==> src/rtl/conv_pkg.sv <==
// Shared types and constants for the convolution post-processing path.
// Holds the requantize/saturate function used by conv_y_requant.
package conv_pkg;

  localparam int unsigned ACC_SIZE  = 21;
  localparam int unsigned OUT_WIDTH = 8;
  localparam int unsigned X_SIZE    = 128;
  localparam int unsigned F_SIZE    = 32;
  localparam int unsigned Y_COUNT   = X_SIZE - F_SIZE + 1;

  localparam logic signed [ACC_SIZE:0] SatMax = (ACC_SIZE + 1)'((1 << (OUT_WIDTH - 1)) - 1);
  localparam logic signed [ACC_SIZE:0] SatMin = (ACC_SIZE + 1)'(-(1 << (OUT_WIDTH - 1)));

  typedef struct packed {
    logic signed [OUT_WIDTH-1:0] data;
    logic                        sat;
    logic                        last;
  } y_entry_t;

  // Round-half-up shift in ACC_SIZE+1 bits so the rounding add cannot overflow.
  function automatic y_entry_t requant(input logic signed [ACC_SIZE-1:0] y,
                                       input int unsigned               shift,
                                       input logic                      relu_en,
                                       input logic                      last);
    logic signed [ACC_SIZE:0] ext;
    logic signed [ACC_SIZE:0] rnd;
    logic signed [ACC_SIZE:0] r;
    y_entry_t                 e;
    ext = {y[ACC_SIZE-1], y};
    rnd = '0;
    if (shift != 0) rnd = (ACC_SIZE + 1)'(1) << (shift - 1);
    r = (ext + rnd) >>> shift;
    if (relu_en && (r < 0)) r = '0;
    e.sat  = 1'b0;
    e.last = last;
    if (r > SatMax) begin
      r     = SatMax;
      e.sat = 1'b1;
    end else if (r < SatMin) begin
      r     = SatMin;
      e.sat = 1'b1;
    end
    e.data = OUT_WIDTH'(r);
    return e;
  endfunction

endpackage

==> src/rtl/conv_y_requant_if.sv <==
// Handshake bundle for conv_y_requant: accumulator input stream and requantized output stream.
interface conv_y_requant_if;
  import conv_pkg::*;

  logic                        s_valid_y;
  logic                        s_ready_y;
  logic signed [ACC_SIZE-1:0]  s_data_in_y;
  logic                        m_valid_z;
  logic                        m_ready_z;
  logic signed [OUT_WIDTH-1:0] m_data_out_z;
  logic                        m_sat_z;
  logic                        m_last_z;

  modport slave (
    input  s_valid_y, s_data_in_y, m_ready_z,
    output s_ready_y, m_valid_z, m_data_out_z, m_sat_z, m_last_z
  );

  modport master (
    output s_valid_y, s_data_in_y, m_ready_z,
    input  s_ready_y, m_valid_z, m_data_out_z, m_sat_z, m_last_z
  );

endinterface

==> src/rtl/sync_fifo.sv <==
// Single-clock FIFO with full/empty flags; read port presents the head entry from storage flops.
module sync_fifo #(
  parameter type         entry_t = logic [7:0],
  parameter int unsigned DEPTH   = 4
) (
  input  logic   clk,
  input  logic   reset,
  input  logic   wr_en,
  input  entry_t wr_data,
  input  logic   rd_en,
  output entry_t rd_data,
  output logic   full,
  output logic   empty
);

  localparam int unsigned AW = (DEPTH > 1) ? $clog2(DEPTH) : 1;

  entry_t          mem_q [DEPTH];
  logic [AW-1:0]   wr_ptr_q;
  logic [AW-1:0]   rd_ptr_q;
  logic [AW:0]     count_q;
  logic            do_wr;
  logic            do_rd;

  assign full    = (count_q == (AW + 1)'(DEPTH));
  assign empty   = (count_q == '0);
  // No write-through: a full FIFO refuses writes even when a read happens this cycle.
  assign do_wr   = wr_en & ~full;
  assign do_rd   = rd_en & ~empty;
  assign rd_data = mem_q[rd_ptr_q];

  always_ff @(posedge clk or negedge reset) begin
    if (!reset) begin
      for (int i = 0; i < int'(DEPTH); i++) mem_q[i] <= '0;
      wr_ptr_q <= '0;
      rd_ptr_q <= '0;
      count_q  <= '0;
    end else begin
      if (do_wr) begin
        mem_q[wr_ptr_q] <= wr_data;
        wr_ptr_q        <= wr_ptr_q + 1'b1;
      end
      if (do_rd) rd_ptr_q <= rd_ptr_q + 1'b1;
      if (do_wr != do_rd) count_q <= do_wr ? count_q + 1'b1 : count_q - 1'b1;
    end
  end

endmodule

==> src/rtl/conv_y_requant.sv <==
// Requantizes the conv core accumulator stream to 8 bits and flags the last sample of each frame.
// Define CONV_Y_RELU_EN to clamp negative results to zero before saturation.
module conv_y_requant
  import conv_pkg::*;
#(
  parameter int unsigned SHIFT = 6,
  parameter int unsigned DEPTH = 4
) (
  input logic             clk,
  input logic             reset,
  conv_y_requant_if.slave bus
);

`ifdef CONV_Y_RELU_EN
  localparam logic ReluEn = 1'b1;
`else
  localparam logic ReluEn = 1'b0;
`endif

  localparam int unsigned IdxW = $clog2(Y_COUNT);

  logic [IdxW-1:0] idx_q;
  logic            idx_last;
  logic            accept;
  logic            full;
  logic            empty;
  y_entry_t        wr_entry;
  y_entry_t        rd_entry;

  assign idx_last       = (idx_q == IdxW'(Y_COUNT - 1));
  assign accept         = bus.s_valid_y & ~full;
  assign wr_entry       = requant(bus.s_data_in_y, SHIFT, ReluEn, idx_last);

  assign bus.s_ready_y    = ~full;
  assign bus.m_valid_z    = ~empty;
  assign bus.m_data_out_z = rd_entry.data;
  assign bus.m_sat_z      = rd_entry.sat;
  assign bus.m_last_z     = rd_entry.last;

  always_ff @(posedge clk or negedge reset) begin
    if (!reset) begin
      idx_q <= '0;
    end else if (accept) begin
      idx_q <= idx_last ? '0 : idx_q + 1'b1;
    end
  end

  sync_fifo #(
    .entry_t (y_entry_t),
    .DEPTH   (DEPTH)
  ) u_fifo (
    .clk     (clk),
    .reset   (reset),
    .wr_en   (bus.s_valid_y),
    .wr_data (wr_entry),
    .rd_en   (bus.m_ready_z),
    .rd_data (rd_entry),
    .full    (full),
    .empty   (empty)
  );

endmodule

==> src/flat_wrapper.sv <==
// flat-port wrapper written by rule: the top's interface ports become plain ports
module conv_y_requant_flat import conv_pkg::*;
#(
  parameter int unsigned SHIFT = 6,
  parameter int unsigned DEPTH = 4
)
  (clk, reset, bus_s_valid_y, bus_s_data_in_y, bus_m_ready_z, bus_s_ready_y, bus_m_valid_z, bus_m_data_out_z, bus_m_sat_z, bus_m_last_z);
  conv_y_requant_if bus_i ();
  input logic clk;
  input logic reset;
  input wire logic [$bits(bus_i.s_valid_y)-1:0] bus_s_valid_y;
  input wire logic [$bits(bus_i.s_data_in_y)-1:0] bus_s_data_in_y;
  input wire logic [$bits(bus_i.m_ready_z)-1:0] bus_m_ready_z;
  output wire logic [$bits(bus_i.s_ready_y)-1:0] bus_s_ready_y;
  output wire logic [$bits(bus_i.m_valid_z)-1:0] bus_m_valid_z;
  output wire logic [$bits(bus_i.m_data_out_z)-1:0] bus_m_data_out_z;
  output wire logic [$bits(bus_i.m_sat_z)-1:0] bus_m_sat_z;
  output wire logic [$bits(bus_i.m_last_z)-1:0] bus_m_last_z;
  assign bus_i.s_valid_y = bus_s_valid_y;
  assign bus_i.s_data_in_y = bus_s_data_in_y;
  assign bus_i.m_ready_z = bus_m_ready_z;
  assign bus_s_ready_y = bus_i.s_ready_y;
  assign bus_m_valid_z = bus_i.m_valid_z;
  assign bus_m_data_out_z = bus_i.m_data_out_z;
  assign bus_m_sat_z = bus_i.m_sat_z;
  assign bus_m_last_z = bus_i.m_last_z;
  conv_y_requant #(.SHIFT(SHIFT), .DEPTH(DEPTH)) u_core (.clk(clk), .reset(reset), .bus(bus_i));
endmodule
==> config.mk <==
export PLATFORM = sky130hd
export DESIGN_NAME = conv_y_requant_flat
export DESIGN_NICKNAME = d
export VERILOG_FILES = /design/src/rtl/conv_pkg.sv /design/src/rtl/conv_y_requant_if.sv /design/src/rtl/sync_fifo.sv /design/src/rtl/conv_y_requant.sv /design/src/flat_wrapper.sv
export SDC_FILE = /design/constraint.sdc
export NUM_CORES = 1
export LEC_CHECK = 0
export CAP_MARGIN = 15
export CORE_MARGIN = 2
export CORE_UTILIZATION = 55
export CTS_CLUSTER_DIAMETER = 120
export DETAILED_ROUTE_END_ITERATION = 8
export PLACE_DENSITY = 0.85
export SKIP_CTS_REPAIR_TIMING = 1
export SLEW_MARGIN = 20
export SYNTH_ARGS = -nofsm -noshare
export SYNTH_HDL_FRONTEND = slang
export SYNTH_SLANG_ARGS = --single-unit
==> constraint.sdc <==
create_clock -name clk -period 2.3 [get_ports clk]
set_clock_uncertainty 0.15 [all_clocks]
set_input_delay 0.23 -clock clk [delete_from_list [all_inputs] [get_ports clk]]
set_output_delay 0.23 -clock clk [all_outputs]
set_load 0.03 [all_outputs]
==> results.toml <==
[outcome]
status = "finished with violations"
violations = "negative setup slack"

[layout]
drive_gt1_frac = 0.2597
finalInstanceArea_mm2 = 0.004079
fillCellCount = 319
area_growth_syn_to_layout_pct = 37.79
n_antenna_cell = 0
ff_latch_area_mm2 = 0.001351
fin_nets = 394
mostFrequentLayoutCells = "dfrtp_1 (54), buf_4 (44), nand2_1 (33)"
final_common_cell = "dfrtp_1"
multi_input_area_mm2 = 0.001697
stdcell_count = 432

[timing]
finalHoldViolations = 0
min_period_ns = 2.405
slew_violations = 0
fin_ws_ns = -0.1049
worst_pin_slew_ns = 0.5614
relSlewSlack = 0.6257
fmax_ghz = 0.4158
finalCritPeriodShare = 1.046
tns_ns = -0.4467
final-setup-viol-count = 14

[logic_synthesis]
yosysTopAreaCell = "dfrtp_1"
ys_top_cells_by_area = "dfrtp_1 (46%), mux4_2 (7.6%), a311oi_1 (6.5%)"
syn-cell-area_mm2 = 0.002960
synthFlopType = "dfrtp_1"
synth_cell_type_count = 43
synth_edf_count = 0
syn_inst = 285
syn_nets = 318
postSynthAreaPerCell_um2 = 10.39
ys_ff_latch = 54
synth_top_area_frac = 0.4565
ys_seq_area_frac = 0.4565
yosys_warnings = 0
ys_async_sr_fraction = 1.000

[clock_tree]
cts.path.max_buffers = 2
ctsHtreeMaxLevel = 2
root_buffer = "clkbuf_8"
cts_tree = "built"
cts.sink_count = 54
clk_pin_slew_ns = 0.10
numCtsBuffers = 5
clock_latency_ns = 0.32

[global_routing]
first_global_vias = 2598
grt_pass1_wl_mm = 12.43
grt_max_degree = 26
grt_remaining_overflow = 0
grt.total_usage = 0.2612
antenna_found_initial = 0

[floorplan]
die_height_um = 77.37
io-pin-count = 37
rows = 26
core-area_mm2 = 0.005140
dieWidth_um = 77.37
initial_core_util = 0.5759
dieArea_mm2 = 0.005985

[setup_path]
cp.depth = 9
r2r_start = "u_core.u_fifo.count_q[0]$_DFFE_PN0P_"
crit_arrival_ns = 2.44
reg2reg_depth = 7
crit_family = "compound AO/OA/AOI/OAI gates"
path_buf_inv = 3
crit_type = "in -> reg"
cp_cell_sequence = "dlymetal6s2s_1 -> nand4_4 -> buf_4 -> nor4_2 -> o221ai_4 -> o31ai_4 -> buf_4 -> nor2_4 -> a311oi_1"
cpMostUsedCell = "buf_4"
reg2reg_to = "u_core.u_fifo.mem_q[12]$_DFFE_PN0P_"
path_max_fanout = 6
critPathLaunchType = "primary input"
cp_slowest_cell = "nor4_2"
worst-endpoint-required_ns = 2.33
end_kind = "flop"
r2r_slack_ns = 0.27
max_stage_delay_ns = 0.42

[placed_design]
place_inst = 409
gp_congestion = 0.8947
post-dp-hpwl_mm = 5.123
dpl-instance-area_mm2 = 0.003583
portBuffers = 31

[power]
ir_drop_mv = 0.9160
power.share.combinational = 0.510
power_mw = 4.681
p_sw_mw = 1.938
swShare = 0.4139
p_per_area_mw_per_mm2 = 1148
p_leak_nw = 1.900
pwr-share-clk = 0.130
p_seq_frac = 0.360
p_int_mw = 2.744

[drt]
wirelength_mm = 8.912
wire_per_inst_um = 20.63
avgViaCountPerCell = 6.523
dr.pass1.iters = 5
vias = 2818
drc = 0
drt-initial-drc-count = 213
drt.antenna.violating_nets = 0

[worst_hold_path]
hold_class = "in -> async"

[job]
maxCapViolations = 0
-- kinds of logic (layout without fill, tap and decap cells) --
logic type | Yosys count | count (layout) | synth area share
AO/OA/AOI/OAI | 65 | 65 | 0.1551
XOR/XNOR | 16 | 16 | 0.04734
adder cells (fa/ha/maj) | 8 | 8 | 0.03635
buffers and inverters | 21 | 97 | 0.03128
flip-flops | 54 | 54 | 0.4565
multiplexers | 14 | 14 | 0.09045
AND/OR/NAND/NOR | 107 | 108 | 0.1830
-- synthesized netlist by cell type (3+ instances only) --
master,n
o21ai_0,27
nor4b_1,4
ha_1,7
xnor2_1,11
xor2_1,5
nor2_2,4
a31oi_1,3
a311oi_1,22
nand2_1,33
inv_1,7
nor3_1,6
nand3_1,6
clkbuf_1,7
nor2_1,28
nand4_1,7
dfrtp_1,54
mux4_2,10
and3_1,9
-- power by group through the flow --
| stage | combinational, mW | clock (mW) | sequential, mW |
|---|---|---|---|
| detailed placement | 2.30 | 0 | 1.68 |
| global route | 2.59 | 0.636 | 1.73 |
| floorplan | 1.54 | 0 | 1.61 |
| global placement | 2.22 | 0 | 1.66 |
| CTS | 2.31 | 0.594 | 1.66 |
| finish | 2.39 | 0.607 | 1.69 |
-- through the flow --
step                        util  setup slack, ns  hold slack [ns]
after floorplan                -          0.06343          -0.2156
after global placement    0.6972          -0.4754         -0.05727
after detailed placement  0.6972          -0.5694         -0.05696
after CTS                 0.7176          -0.2368          -0.3960
after global routing      0.7936          -0.1442           0.1437
final                     0.7936          -0.1049           0.1352
-- layer usage --
layer / global-route usage / share of wire
met1: 0.3611 / 0.38
met2: 0.4261 / 0.51
met3: 0.04419 / 0.073
met4: 0.08036 / 0.035
met5: 0 / 0
-- registers in the layout, indices dropped and copies added (netlist names) --
name and flops:
u_core.idx_q 7, u_core.u_fifo.count_q 3, u_core.u_fifo.mem_q 40, u_core.u_fifo.rd_ptr_q 2, u_core.u_fifo.wr_ptr_q 2
-- how the worst max path moves through the flow --
stage                                         start                                   end  slack [ns]
6_report                        bus_s_data_in_y[11]   u_core.u_fifo.mem_q[12]$_DFFE_PN0P_       -0.10
5_1_grt                         bus_s_data_in_y[10]   u_core.u_fifo.mem_q[12]$_DFFE_PN0P_       -0.14
4_1_cts                         bus_s_data_in_y[10]   u_core.u_fifo.mem_q[17]$_DFFE_PN0P_       -0.24
3_5_place_dp                    bus_s_data_in_y[10]   u_core.u_fifo.mem_q[15]$_DFFE_PN0P_       -0.57
3_3_place_gp                     bus_s_data_in_y[8]   u_core.u_fifo.mem_q[33]$_DFFE_PN0P_       -0.48
2_1_floorplan  u_core.u_fifo.count_q[0]$_DFFE_PN0P_  u_core.u_fifo.count_q[2]$_DFFE_PN0P_        0.06
-- worst reg2reg max path: cells and delay by family (launching register included) --
family	cells	cell delay, ns
buffers and inverters	1	0.19
DFF	1	0.45
and+or+nand+nor	5	0.70
AOI/OAI and AO/OA	1	0.41
-- layout make-up --
cell class | instances | area share
Multi-Input combinational cell | 211 | 0.4160
Sequential cell | 54 | 0.3313
Timing Repair Buffer | 81 | 0.1982
Clock buffer | 7 | 0.02362
Tap cell | 70 | 0.02147
Inverter | 8 | 0.007362
Clock inverter | 1 | 0.002147
Power figures use the tool's default switching activity.
